==> config.mk <==
export PLATFORM = sky130hd
export DESIGN_NAME = vga_frame_sequencer_flat
export DESIGN_NICKNAME = d
export VERILOG_FILES = /design/src/rtl/vga_frame_sequencer_if.sv /design/src/rtl/vga_frame_sequencer.sv /design/src/flat_wrapper.sv
export SDC_FILE = /design/constraint.sdc
export NUM_CORES = 1
export LEC_CHECK = 0
export ABC_AREA = 1
export CAP_MARGIN = 20
export CORE_MARGIN = 3
export CORE_UTILIZATION = 35
export CTS_BUF_LIST = sky130_fd_sc_hd__clkbuf_2 sky130_fd_sc_hd__clkbuf_4 sky130_fd_sc_hd__clkbuf_8
export CTS_CLUSTER_DIAMETER = 40
export CTS_CLUSTER_SIZE = 25
export DETAILED_ROUTE_END_ITERATION = 12
export DONT_BUFFER_PORTS = 1
export PLACE_DENSITY = 0.57
export SETUP_SLACK_MARGIN = 0.5
export SYNTH_ARGS = -nofsm -noshare
export SYNTH_HDL_FRONTEND = slang
export SYNTH_SLANG_ARGS = --single-unit
==> constraint.sdc <==
create_clock -name pclk -period 5.7 [get_ports pclk]
set_input_delay 1.425 -clock pclk [delete_from_list [all_inputs] [get_ports pclk]]
set_output_delay 1.425 -clock pclk [all_outputs]
set_load 0.005 [all_outputs]
==> src/rtl/vga_frame_sequencer_if.sv <==
// Control and status bundle for the animation frame sequencer.
// The master side, such as a button front-end or a testbench, drives sync and
// user controls. The slave side, the sequencer, returns the frame selection.
interface vga_frame_sequencer_if #(
  parameter int AW = 18
);
  logic          vs;
  logic          play_btn;
  logic          step_fwd;
  logic          step_back;
  logic          mode_pingpong;
  logic [6:0]    hold_sel;
  logic [AW-1:0] frame_base_addr;
  logic [3:0]    frame_idx;
  logic          frame_tick;
  logic          paused;

  modport master (
    output vs, play_btn, step_fwd, step_back, mode_pingpong, hold_sel,
    input  frame_base_addr, frame_idx, frame_tick, paused
  );

  modport slave (
    input  vs, play_btn, step_fwd, step_back, mode_pingpong, hold_sel,
    output frame_base_addr, frame_idx, frame_tick, paused
  );
endinterface

==> src/rtl/vga_frame_sequencer.sv <==
// Animation playback controller. It selects which stored frame the display
// reads. Frame changes happen only on the falling edge of VS, so a frame is
// never switched mid-scan. The base address is tracked incrementally alongside
// the index, so no multiplier is needed.
module vga_frame_sequencer #(
  parameter int FRAME_COUNT = 5,
  parameter int FRAME_SIZE  = 30000,
  parameter int AW          = 18
) (
  input  logic                  pclk,
  input  logic                  rstn,
  vga_frame_sequencer_if.slave  bus
);

  localparam logic [0:0]    ST_PLAY   = 1'b0;
  localparam logic [0:0]    ST_PAUSE  = 1'b1;
  localparam logic          DIR_FWD   = 1'b0;
  localparam logic          DIR_BACK  = 1'b1;
  localparam logic [1:0]    PEND_NONE = 2'd0;
  localparam logic [1:0]    PEND_FWD  = 2'd1;
  localparam logic [1:0]    PEND_BACK = 2'd2;

  localparam logic [3:0]    LAST_IDX  = 4'(FRAME_COUNT - 1);
  localparam logic [AW-1:0] FS        = AW'(FRAME_SIZE);
  localparam logic [AW-1:0] LAST_BASE = AW'((FRAME_COUNT - 1) * FRAME_SIZE);

  logic          vs_d_q;
  logic [0:0]    state_q, state_d;
  logic          dir_q, dir_d;
  logic [6:0]    hold_cnt_q, hold_cnt_d;
  logic [1:0]    pend_q, pend_d;
  logic [3:0]    idx_q, idx_d;
  logic [AW-1:0] base_q, base_d;
  logic          tick_q, tick_d;

  logic          vs_fall;
  logic [6:0]    hold_last;
  logic [3:0]    idx_inc, idx_dec;
  logic [AW-1:0] base_inc, base_dec;

  assign vs_fall   = vs_d_q & ~bus.vs;
  // A hold of 0 behaves like 1, so the last hold count is clamped at 0.
  assign hold_last = (bus.hold_sel == 7'd0) ? 7'd0 : bus.hold_sel - 7'd1;

  // These are the wrapping neighbours of the current frame.
  // Loop mode, ping-pong mode and manual steps all pick from them.
  assign idx_inc  = (idx_q == LAST_IDX) ? 4'd0          : idx_q + 4'd1;
  assign base_inc = (idx_q == LAST_IDX) ? {AW{1'b0}}    : base_q + FS;
  assign idx_dec  = (idx_q == 4'd0)     ? LAST_IDX      : idx_q - 4'd1;
  assign base_dec = (idx_q == 4'd0)     ? LAST_BASE     : base_q - FS;

  // Next-state logic for playback.
  // The VS-fall action sees the state from before the toggle.
  // A play_btn then overrides any step pulse seen in the same cycle.
  always_comb begin
    state_d    = state_q;
    dir_d      = dir_q;
    hold_cnt_d = hold_cnt_q;
    pend_d     = pend_q;
    idx_d      = idx_q;
    base_d     = base_q;

    if (vs_fall) begin
      if (state_q == ST_PLAY) begin
        // Use >= so that a lowered hold_sel takes effect on the next VS.
        if (hold_cnt_q >= hold_last) begin
          hold_cnt_d = 7'd0;
          if (!bus.mode_pingpong) begin
            dir_d  = DIR_FWD;
            idx_d  = idx_inc;
            base_d = base_inc;
          end else if (FRAME_COUNT > 1) begin
            // Bounce at the endpoints so that the endpoints are not repeated.
            if (dir_q == DIR_FWD) begin
              if (idx_q == LAST_IDX) begin
                dir_d  = DIR_BACK;
                idx_d  = idx_dec;
                base_d = base_dec;
              end else begin
                idx_d  = idx_inc;
                base_d = base_inc;
              end
            end else begin
              if (idx_q == 4'd0) begin
                dir_d  = DIR_FWD;
                idx_d  = idx_inc;
                base_d = base_inc;
              end else begin
                idx_d  = idx_dec;
                base_d = base_dec;
              end
            end
          end
        end else begin
          hold_cnt_d = hold_cnt_q + 7'd1;
        end
      end else begin
        if (pend_q == PEND_FWD) begin
          idx_d  = idx_inc;
          base_d = base_inc;
        end else if (pend_q == PEND_BACK) begin
          idx_d  = idx_dec;
          base_d = base_dec;
        end
        pend_d = PEND_NONE;
      end
    end

    if (bus.play_btn) begin
      state_d = ~state_q;
      if (state_q == ST_PAUSE) begin
        hold_cnt_d = 7'd0;
        pend_d     = PEND_NONE;
      end
    end else if ((state_q == ST_PAUSE) && (bus.step_fwd ^ bus.step_back)) begin
      pend_d = bus.step_fwd ? PEND_FWD : PEND_BACK;
    end

    tick_d = (idx_d != idx_q);
  end

  // Register the state with a synchronous active-low reset.
  always_ff @(posedge pclk) begin
    if (!rstn) begin
      vs_d_q     <= 1'b0;
      state_q    <= ST_PLAY;
      dir_q      <= DIR_FWD;
      hold_cnt_q <= 7'd0;
      pend_q     <= PEND_NONE;
      idx_q      <= 4'd0;
      base_q     <= {AW{1'b0}};
      tick_q     <= 1'b0;
    end else begin
      vs_d_q     <= bus.vs;
      state_q    <= state_d;
      dir_q      <= dir_d;
      hold_cnt_q <= hold_cnt_d;
      pend_q     <= pend_d;
      idx_q      <= idx_d;
      base_q     <= base_d;
      tick_q     <= tick_d;
    end
  end

  assign bus.frame_idx       = idx_q;
  assign bus.frame_base_addr = base_q;
  assign bus.frame_tick      = tick_q;
  assign bus.paused          = (state_q == ST_PAUSE);

endmodule

==> src/flat_wrapper.sv <==
// flat-port wrapper written by rule: the top's interface ports become plain ports
module vga_frame_sequencer_flat 
#(
  parameter int FRAME_COUNT = 5,
  parameter int FRAME_SIZE  = 30000,
  parameter int AW          = 18
)
  (pclk, rstn, bus_vs, bus_play_btn, bus_step_fwd, bus_step_back, bus_mode_pingpong, bus_hold_sel, bus_frame_base_addr, bus_frame_idx, bus_frame_tick, bus_paused);
  vga_frame_sequencer_if #(.AW(AW)) bus_i ();
  input  logic pclk;
  input  logic rstn;
  input wire logic [$bits(bus_i.vs)-1:0] bus_vs;
  input wire logic [$bits(bus_i.play_btn)-1:0] bus_play_btn;
  input wire logic [$bits(bus_i.step_fwd)-1:0] bus_step_fwd;
  input wire logic [$bits(bus_i.step_back)-1:0] bus_step_back;
  input wire logic [$bits(bus_i.mode_pingpong)-1:0] bus_mode_pingpong;
  input wire logic [$bits(bus_i.hold_sel)-1:0] bus_hold_sel;
  output wire logic [$bits(bus_i.frame_base_addr)-1:0] bus_frame_base_addr;
  output wire logic [$bits(bus_i.frame_idx)-1:0] bus_frame_idx;
  output wire logic [$bits(bus_i.frame_tick)-1:0] bus_frame_tick;
  output wire logic [$bits(bus_i.paused)-1:0] bus_paused;
  assign bus_i.vs = bus_vs;
  assign bus_i.play_btn = bus_play_btn;
  assign bus_i.step_fwd = bus_step_fwd;
  assign bus_i.step_back = bus_step_back;
  assign bus_i.mode_pingpong = bus_mode_pingpong;
  assign bus_i.hold_sel = bus_hold_sel;
  assign bus_frame_base_addr = bus_i.frame_base_addr;
  assign bus_frame_idx = bus_i.frame_idx;
  assign bus_frame_tick = bus_i.frame_tick;
  assign bus_paused = bus_i.paused;
  vga_frame_sequencer #(.FRAME_COUNT(FRAME_COUNT), .FRAME_SIZE(FRAME_SIZE), .AW(AW)) u_core (.pclk(pclk), .rstn(rstn), .bus(bus_i));
endmodule
==> results of run 1 <==
## kinds of logic after synthesis
family | share of synthesized area, %
compound gates | 17.7
xor+xnor | 2.26
fa+ha+maj | 6.45
buf+inv | 10.7
flops | 22.6
simple gates | 40.3
## placed cells by master, fill, tap and decap left out, drive strengths merged, types with 2 or more instances in the layout
cell type	instances
dfxtp	35
nand2	143
xor2	4
o211ai	3
nor2	65
inv	66
o31ai	2
a22oi	2
clkbuf	8
o21ai	37
a211oi	3
nand3	57
a21oi	38
or2	5
nand4	5
nor3	4
a31oi	5
o22ai	2
xnor2	4
ha	16
## metrics by stage
step,std cells,cell area (sq um)
after floorplan,516,3100
after global placement,609,3160
after detailed placement,609,3160
after CTS,617,3260
after global routing,617,3260
final,617,3260
## layout make-up
type | instances | share of cell area [%]
Inverter | 67 | 7.83
Multi-Input combinational cell | 402 | 63.5
Tap cell | 105 | 4.03
Clock buffer | 8 | 3.18
Sequential cell | 35 | 21.5
## worst max-delay path: cells and delay by family
kind / cells / cell delay, ns
AND/OR/NAND/NOR: 10 / 1.38
adder cells (fa/ha/maj): 2 / 0.46
buffers and inverters: 3 / 0.41
AO/OA/AOI/OAI: 2 / 0.22
## power by group through the flow
stage | registers [W] | clock network (W) | logic [W]
2_1_floorplan | 0.000262 | 0 | 0.0000923
4_1_cts | 0.000262 | 0.000216 | 0.000107
3_5_place_dp | 0.000268 | 0 | 0.000107
3_3_place_gp | 0.000268 | 0 | 0.000106
5_1_grt | 0.000263 | 0.000226 | 0.000124
6_report | 0.000262 | 0.000214 | 0.000108
## final timing paths
kind / startpoint / to / slack, ns / cells past startpoint
worst max-delay path: bus_hold_sel[0] / u_core.bus.frame_base_addr[15] / 1.96 / 17
worst min-delay path: register / register / 0.46 / 2
worst max register to register: u_core.hold_cnt_q[5] / u_core.bus.frame_base_addr[15] / 3.44 / 11
worst min register to register: register / register / 0.46 / 2
## cells in the mapped netlist (2+ instances only)
library cell               instances  area share (%)
sky130_fd_sc_hd__a31oi_1           5             1.0
sky130_fd_sc_hd__nor2_4            2            0.73
sky130_fd_sc_hd__a22oi_1           2            0.48
sky130_fd_sc_hd__a21oi_1          37             6.0
sky130_fd_sc_hd__dfxtp_1          35              23
sky130_fd_sc_hd__buf_2             4            0.65
sky130_fd_sc_hd__nor2_2            4            0.81
sky130_fd_sc_hd__a211oi_1          3            0.73
sky130_fd_sc_hd__clkbuf_1          3            0.36
sky130_fd_sc_hd__nand4_1           5             1.0
sky130_fd_sc_hd__buf_4             3            0.73
sky130_fd_sc_hd__xnor2_1           4             1.1
sky130_fd_sc_hd__nor3_1            4            0.65
sky130_fd_sc_hd__o21ai_0          26             4.2
sky130_fd_sc_hd__ha_1             16             6.5
sky130_fd_sc_hd__nand3_1          55             8.9
sky130_fd_sc_hd__o31ai_1           2            0.48
sky130_fd_sc_hd__o22ai_1           2            0.40
sky130_fd_sc_hd__nand2_1         134              16
sky130_fd_sc_hd__nand3_2           2            0.65
sky130_fd_sc_hd__nand2_2           8             1.6
sky130_fd_sc_hd__o211ai_1          3            0.73
sky130_fd_sc_hd__buf_6             2            0.73
sky130_fd_sc_hd__or2_2             3            0.61
sky130_fd_sc_hd__o21ai_1           8             1.3
sky130_fd_sc_hd__inv_1            53             6.4
sky130_fd_sc_hd__xor2_1            4             1.1
sky130_fd_sc_hd__nor2_1           58             7.0
sky130_fd_sc_hd__inv_2            12             1.5
sky130_fd_sc_hd__o21ai_2           2            0.56
## metal layers
| metal | track usage (%) | wire length [um] |
|---|---|---|
| met1 | 24.0 | 4010 |
| met2 | 29.5 | 4000 |
| met3 | 3.13 | 498 |
| met4 | 4.35 | 104 |
| met5 | 0 | 0 |
==> metrics.log, run 1 <==
[metrics] antenna violations before repair: 0
[metrics] via count: roughly 3200
[metrics] Sequential Power Share: roughly 45%
[metrics] time the worst path needs with I/O delays and setup: about 3.7 ns
[metrics] Post-Place Setup Slack: ~1.6 ns
[metrics] worst clock skew: 0.0153 ns
[metrics] iteration count of the initial detailed-routing pass: 4
[metrics] Final Wtd Congestion: 0.874
[metrics] global-route wire length before repair: around 15000 um
[metrics] final setup fails: 0
[metrics] multi-input combinational cell area: 2070 sq um
[metrics] drt total wl: 8610 um
[metrics] Worst path max stage delay: about 0.41 ns
[metrics] number of enable flip-flop cells after synthesis: 0
[metrics] Area Overhead vs Synth: 5.12%
[metrics] area of the placeable core: 8420 sq um
[metrics] fmax: 267 MHz
[metrics] post-CTS setup repair buffer count: 0
[metrics] vias per cell: roughly 5.2
[metrics] worst max-slew margin expressed relative to the limit: around 66%
[metrics] clk slew on worst S/H paths: about 0.080 ns
[metrics] Clk Tree Root Cell: sky130_fd_sc_hd__clkbuf_8
[metrics] post-cts repair resize count: 0
[metrics] drc violations: 0
[metrics] power density relative to cell area: ~180 nW/um^2
[metrics] run status: complete, no violations
[metrics] x dimension of the die: 100 um
[metrics] die area: about 10000 sq um
[metrics] async set-or-reset flop fraction in the synthesized netlist: 0%
[metrics] number of clock sinks seen by CTS: 35
[metrics] Routed WL per cell: 14.0 um
[metrics] post-route setup TNS: 0 ns
[metrics] cell-internal power: approximately 0.00040 W
[metrics] total clock buffers created by CTS: 5
[metrics] total half-perimeter wirelength after legalization and detailed placement: 6630 um
[metrics] kind of launch point of the worst setup path: input pin
[metrics] number of placed I/O pins: 38
[metrics] Max Slew Vio Count: 0
[metrics] type of the worst setup path: input pin to register
[metrics] net total in the final layout: approximately 540
[metrics] register area: ~700 sq um
[metrics] Clk Latency, worst-skew pair: 0.30 ns
[metrics] hold_buf cts: 0
[metrics] chip height: 100 um
[metrics] Switching Share: 31.2%
[metrics] number of global-route vias before repair: 3071
[metrics] sequence of cells on the critical path: inv_1, ha_1, nand3_1, nor2_1, inv_1, nand3b_1, ha_1, nand2_1, nand2_1, a21oi_1, nand4_1, nand2_1, inv_2, nand2_1, nand2_1, nand2_1, a21oi_1
[metrics] maximum fanout count along the critical path: 19
[metrics] Switch Pwr: between 0.00015 and 0.0002 W
[metrics] RSZ-0062 raised after global routing: false
[metrics] Comb pwr share: 18.4%
[metrics] Syn Std Cell Area: around 3100 sq um
[metrics] pin count of the biggest net entering global routing: 20
[metrics] number of distinct library cell variants in the gate-level netlist after synthesis: 45
[metrics] deepest clock path buffer count: 2
[metrics] post-route fraction of the period consumed by the critical path: about two thirds
[metrics] maximum vdd drop: about 0.09 mV
[metrics] antenna diode count: 0
[metrics] CTS tree: built
[metrics] Avg Synthesized Cell Area: 6.01 sq um
[metrics] Clock Power Share: roughly 37%
[metrics] commonest register cell after synthesis: sky130_fd_sc_hd__dfxtp_1
[metrics] ratio of cells with drive above 1 in the final layout: a little under a tenth
[metrics] pin slew with the least headroom to its limit: 0.509 ns
[metrics] standard-cell rows: 33
[metrics] final setup margin: just under 2 ns
[metrics] critical path required time: ~5.9 ns
[metrics] critical path's most frequent cell: sky130_fd_sc_hd__nand2_1
[metrics] Seq cells post-synth: 35
[metrics] endpoint class of the critical path: register
[metrics] static power due to leakage: between 1.5 and 2 nW
[metrics] power after layout: 0.000583 W
[metrics] global router's overall resource usage: roughly 18%
[metrics] net count after synthesis: about 550
[metrics] number of fillers in the final layout: roughly 950
[metrics] number of port buffers: 0
[metrics] Iteration-0 DRC Markers: between 150 and 200
[metrics] crit path max-delay cell type: sky130_fd_sc_hd__nand2_1
[metrics] Core Util, Final: 38.7%
[metrics] initial core utilization: 36.8%
[metrics] worst min-delay path class: register to register
[metrics] Synth Instances: 516
[metrics] remaining global-route overflow: 0
[metrics] Min Hold Slack: ~0.46 ns
[metrics] total number of yosys warnings: 0
[metrics] maxcap violations: 0
[metrics] crit path DAT: about 4 ns
[metrics] htree depth: 2
[metrics] Hold Fails Final Rpt: 0
[metrics] antenna-violating nets left: 0
[metrics] part of the Yosys area used for sequential elements: 22.6%
Note: power is estimated with default switching activity, not from simulation.
==> inputs of run 2 (changes only) <==
==> constraint.sdc (replaced) <==
create_clock -name pclk -period 3.8 [get_ports pclk]
set_input_delay 0.95 -clock pclk [delete_from_list [all_inputs] [get_ports pclk]]
set_output_delay 0.95 -clock pclk [all_outputs]
set_load 0.005 [all_outputs]
==> run 2 against run 1 <==
  * Cell count up 0.16%
  * Largest cell class unchanged
  * Clock skew down 0.0067 ns
  * Sequential share of layout area down 0.082 points
  * Die area unchanged
  * Critical path depth unchanged
  * Highest routed layer unchanged
==> metrics.log, run 2 (same netlist as run 1, synthesis figures left out) <==
[metrics] ratio of cells with drive above 1 in the final layout: 9.75% (+0.57 points)
[metrics] CTS tree: built
[metrics] crit-path leading delay family: simple AND/OR/NAND/NOR gates
[metrics] Hold Path Stages: 2 (unchanged)
[metrics] type of the worst setup path: input pin to register
[metrics] maximum vdd drop: 0.139 mV (+56%)
[metrics] worst clock skew: 0.00859 ns (-0.00670 ns)
[metrics] power after layout: 0.000875 W (+50%)
[metrics] drt total wl: 8750 um (+1.6%)
[metrics] hold_buf cts: 0 (unchanged)
[metrics] Clk Latency, worst-skew pair: 0.30 ns (about the same)
[metrics] post-route fraction of the period consumed by the critical path: 75.7%
[metrics] x dimension of the die: 100 um (unchanged)
[metrics] Worst path max stage delay: 0.28 ns (-0.13 ns)
[metrics] Area Overhead vs Synth: 5.53%
[metrics] Layout Cells excl Fill: 618 (+0.16%)
[metrics] Sequential Power Share: 44.9% (about the same)
[metrics] total buffers and inverters traversed by the critical path: 3 (unchanged)
[metrics] clk slew on worst S/H paths: 0.08 ns (about the same)
[metrics] Core Util, Final: 38.9% (+0.15 points)
[metrics] Routed WL per cell: 14.2 um (+1.4%)
[metrics] global router's overall resource usage: 17.8% (-0.031 points)
[metrics] die area: 10000 sq um (unchanged)
[metrics] Max Slew Vio Count: 0 (unchanged)
[metrics] worst max-slew margin expressed relative to the limit: 64.0% (-2.0 points)
[metrics] final setup fails: 0 (unchanged)
[metrics] antenna-violating nets left: 0 (unchanged)
[metrics] maximum fanout count along the critical path: 19 (unchanged)
[metrics] chip height: 100 um (unchanged)
[metrics] number of clock sinks seen by CTS: 35 (unchanged)
[metrics] Comb pwr share: 18.7% (+0.3 points)
[metrics] cell-internal power: 0.000602 W (+50%)
[metrics] worst min-delay path class: register to register
[metrics] Clock Power Share: 36.5% (-0.2 points)
[metrics] maxcap violations: 0 (unchanged)
[metrics] critical path required time: 3.97 ns (-1.90 ns)
[metrics] fmax: approximately 350 MHz
[metrics] commonest cells after routing, fill and taps aside: sky130_fd_sc_hd__nand2_1, sky130_fd_sc_hd__nor2_1, sky130_fd_sc_hd__nand3_1, sky130_fd_sc_hd__inv_1, sky130_fd_sc_hd__a21oi_1
[metrics] iteration count of the initial detailed-routing pass: 5 (+1)
[metrics] critical path's most frequent cell: sky130_fd_sc_hd__nand2_1
[metrics] deepest clock path buffer count: 2 (unchanged)
[metrics] crit path max-delay cell type: sky130_fd_sc_hd__ha_1
[metrics] power density relative to cell area: 267 nW/um^2 (+49%)
[metrics] number of placed I/O pins: 38 (unchanged)
[metrics] RSZ-0062 raised after global routing: false
[metrics] antenna diode count: 0 (unchanged)
[metrics] vias per cell: 5.29 (+1.0%)
[metrics] global-route wire length before repair: 14700 um (+0.62%)
[metrics] Switching Share: 31.2% (about the same)
[metrics] post-route setup TNS: 0 ns (unchanged)
[metrics] area of the placeable core: 8420 sq um (unchanged)
[metrics] via count: 3271 (+1.2%)
[metrics] Final Wtd Congestion: 0.887 (+1.4%)
[metrics] antenna violations before repair: 0 (unchanged)
[metrics] htree depth: 2 (unchanged)
[metrics] initial core utilization: 36.8% (unchanged)
[metrics] post-CTS setup repair buffer count: 0 (unchanged)
[metrics] net total in the final layout: 542 (+0.18%)
[metrics] static power due to leakage: 1.54 nW (+0.32%)
[metrics] total clock buffers created by CTS: 5 (unchanged)
[metrics] run status: complete, no violations
[metrics] kind of launch point of the worst setup path: input pin
[metrics] Placed Instances: 610 (+0.16%)
[metrics] number of global-route vias before repair: 3063 (-0.26%)
[metrics] Hold Fails Final Rpt: 0 (unchanged)
[metrics] Iteration-0 DRC Markers: 140 (-26%)
[metrics] Crit. path cell count: 17 (unchanged)
[metrics] leading cell type in the layout, fill and taps excluded: sky130_fd_sc_hd__nand2_1
[metrics] time the worst path needs with I/O delays and setup: around 2.9 ns
[metrics] total half-perimeter wirelength after legalization and detailed placement: 6650 um (+0.34%)
[metrics] depth of the worst register-to-register path: 12 (+1)
[metrics] sequence of cells on the critical path: inv_1, ha_1, nand3_1, nor2_2, a21oi_1, o21ai_0, ha_1, nand2_1, inv_1, a21oi_1, nand4_1, nand2_1, inv_2, nand2_1, nand2_1, nand2_1, a21oi_1
[metrics] remaining global-route overflow: 0 (unchanged)
[metrics] crit path DAT: 3.04 ns (-0.88 ns)
[metrics] drc violations: 0 (unchanged)
[metrics] pin slew with the least headroom to its limit: 0.540 ns (+0.0301 ns)
[metrics] pin count of the biggest net entering global routing: 20 (unchanged)
[metrics] endpoint class of the critical path: register
[metrics] number of port buffers: 0 (unchanged)
[metrics] standard-cell rows: 33 (unchanged)
[metrics] Switch Pwr: 0.000273 W (+50%)
[metrics] Clk Tree Root Cell: sky130_fd_sc_hd__clkbuf_8
[run 2: cell types whose count changed in the layout (fill, tap and decap cells not counted), sizes merged]
cell,before,now
buf,0,1
[run 2: what timing repair did]
item,4_1_cts,5_1_grt
endpoints found under the hold margin,0,0
resized for setup,0,2
endpoints found under the setup margin,0,1
[run 2: layout make-up]
type                            instances  area [sq um]
Clock buffer                            8           104
Fill cell                             932          5150
Inverter                               67           255
Multi-Input combinational cell        402          2070
Sequential cell                        35           701
Tap cell                              105           131
Timing Repair Buffer                    1          7.51
[run 2: tightest hold or removal path, cell delays in order (launching register included)]
cell and delay (ns):
sky130_fd_sc_hd__dfxtp_1 0.33, sky130_fd_sc_hd__nand2_1 0.06, sky130_fd_sc_hd__nor2_1 0.04
[run 2: power groups by stage]
stage	clock network [W]	registers [W]	logic (W)
floorplan	0	0.000392	0.000138
global placement	0	0.000402	0.000159
detailed placement	0	0.000402	0.000161
CTS	0.000328	0.000393	0.000162
global route	0.000343	0.000395	0.000187
finish	0.000319	0.000393	0.000163
[run 2: metal layers]
metal / vias to the layer above / global-route usage (%) / wire length, um
li1: 1683 / - / -
met1: 1480 / 23.7 / 4030
met2: 97 / 29.6 / 4070
met3: 11 / 3.61 / 558
met4: 0 / 3.94 / 97
met5: - / 0 / 0
[run 2: worst paths after layout]
check / slack, ns / startpoint / endpoint
min reg2reg: 0.46 / register / register
max: 0.92 / bus_hold_sel[0] / u_core.bus.frame_base_addr[15]
max reg2reg: 1.51 / u_core.bus.frame_idx[0] / u_core.bus.frame_base_addr[17]
min: 0.46 / register / register
[run 2: metrics by stage]
| step | hold slack, ns | instance area (sq um) | worst slack (ns) |
|---|---|---|---|
| finish | 0.456 | 3270 | 0.922 |
| global route | 0.488 | 3270 | 0.532 |
| global placement | 0.447 | 3160 | 0.648 |
| detailed placement | 0.451 | 3160 | 0.576 |
| floorplan | 0.431 | 3100 | 0.864 |
| CTS | 0.461 | 3270 | 0.867 |
==> inputs of run 3 (changes only) <==
==> constraint.sdc (replaced) <==
create_clock -name pclk -period 3 [get_ports pclk]
set_input_delay 0.75 -clock pclk [delete_from_list [all_inputs] [get_ports pclk]]
set_output_delay 0.75 -clock pclk [all_outputs]
set_load 0.005 [all_outputs]
==> run 3 against run 2 <==
  * Critical path depth decreased by 1
  * Global-route usage up 0.13 points
  * Via count up 0.61%
  * Register-to-register slack got worse by 0.68 ns
  * First-iteration DRC count grew 22%
  * Cell count up 0.65%
  * Die area is the same
  * Clock-buffer cell count decreased by 1
  * Sequential power grew 27%
  * Wire length increased by 2.2%
  * Critical path type unchanged
  * Critical endpoint is now u_core.bus.frame_base_addr[7]
  * Largest power group unchanged
  * Highest routed layer unchanged
==> metrics.log, run 3 (same netlist as run 1, synthesis figures left out) <==
[metrics] run status: complete, no violations
[metrics] worst clock skew: 0.00462 ns (-0.00397 ns)
[metrics] power density relative to cell area: 317 nW/um^2 (+19%)
[metrics] RSZ-0062 raised after global routing: true
[metrics] launching point of the worst reg2reg path: u_core.bus.frame_idx[0]
[metrics] pin slew with the least headroom to its limit: 0.541 ns (+0.00107 ns)
[metrics] worst max-slew margin expressed relative to the limit: 63.9% (-0.072 points)
[metrics] kind of launch point of the worst setup path: input pin
[metrics] Area Overhead vs Synth: 11.3%
[metrics] crit-path leading delay family: simple AND/OR/NAND/NOR gates
[metrics] final setup margin: 0.564 ns (-0.358 ns)
[metrics] post-route setup TNS: 0 ns (unchanged)
[metrics] maximum vdd drop: 0.178 mV (+29%)
[metrics] area of the placeable core: 8420 sq um (unchanged)
[metrics] Post-Place Setup Slack: 0.153 ns (-0.424 ns)
[metrics] sequence of cells on the critical path: inv_8, ha_4, nand3_4, nor2_4, a21oi_1, o21ai_1, ha_1, nand2_1, inv_1, a21oi_2, nand4_1, nand2_2, buf_8, a21oi_1, nand2_1, inv_1
[metrics] CTS tree: built
[metrics] total buffers and inverters traversed by the critical path: 4 (+1)
[metrics] maximum fanout count along the critical path: 10 (-9)
[metrics] deepest clock path buffer count: 2 (unchanged)
[metrics] antenna violations before repair: 0 (unchanged)
[metrics] vias per cell: 5.29 (about the same)
[metrics] initial core utilization: 36.8% (unchanged)
[metrics] Iteration-0 DRC Markers: 171 (+22%)
[metrics] power after layout: 0.00109 W (+25%)
[metrics] chip height: 100 um (unchanged)
[metrics] Placed Instances: 610 (unchanged)
[metrics] x dimension of the die: 100 um (unchanged)
[metrics] leading cell type in the layout, fill and taps excluded: sky130_fd_sc_hd__nand2_1
[metrics] number of port buffers: 0 (unchanged)
[metrics] capturing point of the worst reg2reg path: u_core.bus.frame_base_addr[17]
[metrics] iteration count of the initial detailed-routing pass: 5 (unchanged)
[metrics] worst min-delay path class: register to register
[metrics] hold_buf cts: 0 (unchanged)
[metrics] net total in the final layout: 546 (+0.74%)
[metrics] crit path max-delay cell type: sky130_fd_sc_hd__ha_1
[metrics] ratio of cells with drive above 1 in the final layout: 15.1% (+5.3 points)
[metrics] antenna diode count: 0 (unchanged)
[metrics] via count: 3291 (+0.61%)
[metrics] time the worst path needs with I/O delays and setup: between 2 and 2.5 ns
[metrics] Worst path max stage delay: 0.29 ns (about the same)
[metrics] final setup fails: 0 (unchanged)
[metrics] endpoint class of the critical path: register
[metrics] Hold Fails Final Rpt: 0 (unchanged)
[metrics] maxcap violations: 0 (unchanged)
[metrics] fmax: around 410 MHz
[metrics] Final Wtd Congestion: 0.938 (+5.8%)
[metrics] antenna-violating nets left: 0 (unchanged)
[metrics] pin count of the biggest net entering global routing: 20 (unchanged)
[metrics] depth of the worst register-to-register path: 14 (+2)
[metrics] global router's overall resource usage: 17.9% (+0.13 points)
[metrics] Clk Tree Root Cell: sky130_fd_sc_hd__clkbuf_8
[metrics] number of global-route vias before repair: 2986 (-2.5%)
[metrics] global-route wire length before repair: 14700 um (+0.28%)
[metrics] worst-case register-to-register setup slack: 0.83 ns (-0.68 ns)
[metrics] type of the worst setup path: input pin to register
[metrics] Clk Latency, worst-skew pair: 0.29 ns (about the same)
[metrics] Hold Path Stages: 2 (unchanged)
[metrics] Core Util, Final: 41.0% (+2.1 points)
[metrics] static power due to leakage: 1.59 nW (+3.2%)
[metrics] drc violations: 0 (unchanged)
[metrics] Max Slew Vio Count: 0 (unchanged)
[metrics] total clock buffers created by CTS: 5 (unchanged)
[metrics] Layout Cells excl Fill: 622 (+0.65%)
[metrics] post-route fraction of the period consumed by the critical path: just over 80%
[metrics] htree depth: 2 (unchanged)
[metrics] crit path DAT: 2.63 ns (-0.41 ns)
[metrics] clk slew on worst S/H paths: 0.08 ns (about the same)
[metrics] remaining global-route overflow: 0 (unchanged)
[metrics] total half-perimeter wirelength after legalization and detailed placement: 6720 um (+0.99%)
[metrics] number of placed I/O pins: 38 (unchanged)
[metrics] commonest cells after routing, fill and taps aside: sky130_fd_sc_hd__nand2_1, sky130_fd_sc_hd__nor2_1, sky130_fd_sc_hd__nand3_1, sky130_fd_sc_hd__inv_1
[metrics] number of clock sinks seen by CTS: 35 (unchanged)
[metrics] die area: 10000 sq um (unchanged)
[metrics] origin of the worst setup path: bus_hold_sel[0]
[metrics] drt total wl: 8940 um (+2.2%)
[metrics] standard-cell rows: 33 (unchanged)
[metrics] Routed WL per cell: 14.4 um (+1.5%)
[metrics] critical path required time: 3.20 ns (-0.77 ns)
## run 3: changes by cell type in the layout (fill, tap and decap cells not counted), sizes merged
cell / change
clkbuf: -1
buf: +4
clkinv: +1
## run 3: what timing repair did
| item | 4_1_cts | 5_1_grt |
|---|---|---|
| setup buffers | 2 | 2 |
| resized for setup | 3 | 18 |
| pin swaps | 1 | 7 |
| endpoints found under the setup margin | 6 | 22 |
## run 3: per-stage QoR
step	hold slack (ns)	instance area [sq um]
finish	0.454	3450
global route	0.477	3450
CTS	0.460	3370
detailed placement	0.448	3260
global placement	0.445	3260
floorplan	0.431	3200
## run 3: area by class of cell
type	count	area, sq um
Clock buffer	7	83.8
Clock inverter	1	5.00
Fill cell	937	4970
Inverter	67	278
Multi-Input combinational cell	402	2210
Sequential cell	35	701
Tap cell	105	131
Timing Repair Buffer	5	45.0
## run 3: worst max path at each step
stage	to	slack, ns	depth (start not counted)
CTS	u_core.bus.frame_base_addr[15]	0.51	16
global placement	u_core.bus.frame_base_addr[15]	0.22	17
finish	u_core.bus.frame_base_addr[7]	0.56	16
global route	u_core.bus.frame_base_addr[14]	0.42	17
floorplan	u_core.bus.frame_base_addr[5]	0.47	16
detailed placement	u_core.bus.frame_base_addr[15]	0.15	17
## run 3: report_power, final
group,switching [W],internal (W),total (W),leakage [nW]
Combinational,0.000146,0.0000818,0.000227,1.25
Sequential,0.0000230,0.000475,0.000498,0.283
Clock,0.000188,0.000182,0.000369,0.0491
Total,0.000356,0.000738,0.00109,1.59
## run 3: layer usage
| layer | vias to the layer above | routed length [um] | GRT usage [%] |
|---|---|---|---|
| met1 | 1488 | 4370 | 26.4 |
| met5 | - | 0 | 0 |
| met3 | 6 | 497 | 3.20 |
| met2 | 104 | 4010 | 27.0 |
| met4 | 0 | 71 | 4.15 |
| li1 | 1693 | - | - |
## run 3: tightest hold or removal path, delay by kind of cell (launching register included)
kind,cells,cell delay (ns)
flops,1,0.33
simple gates,2,0.09
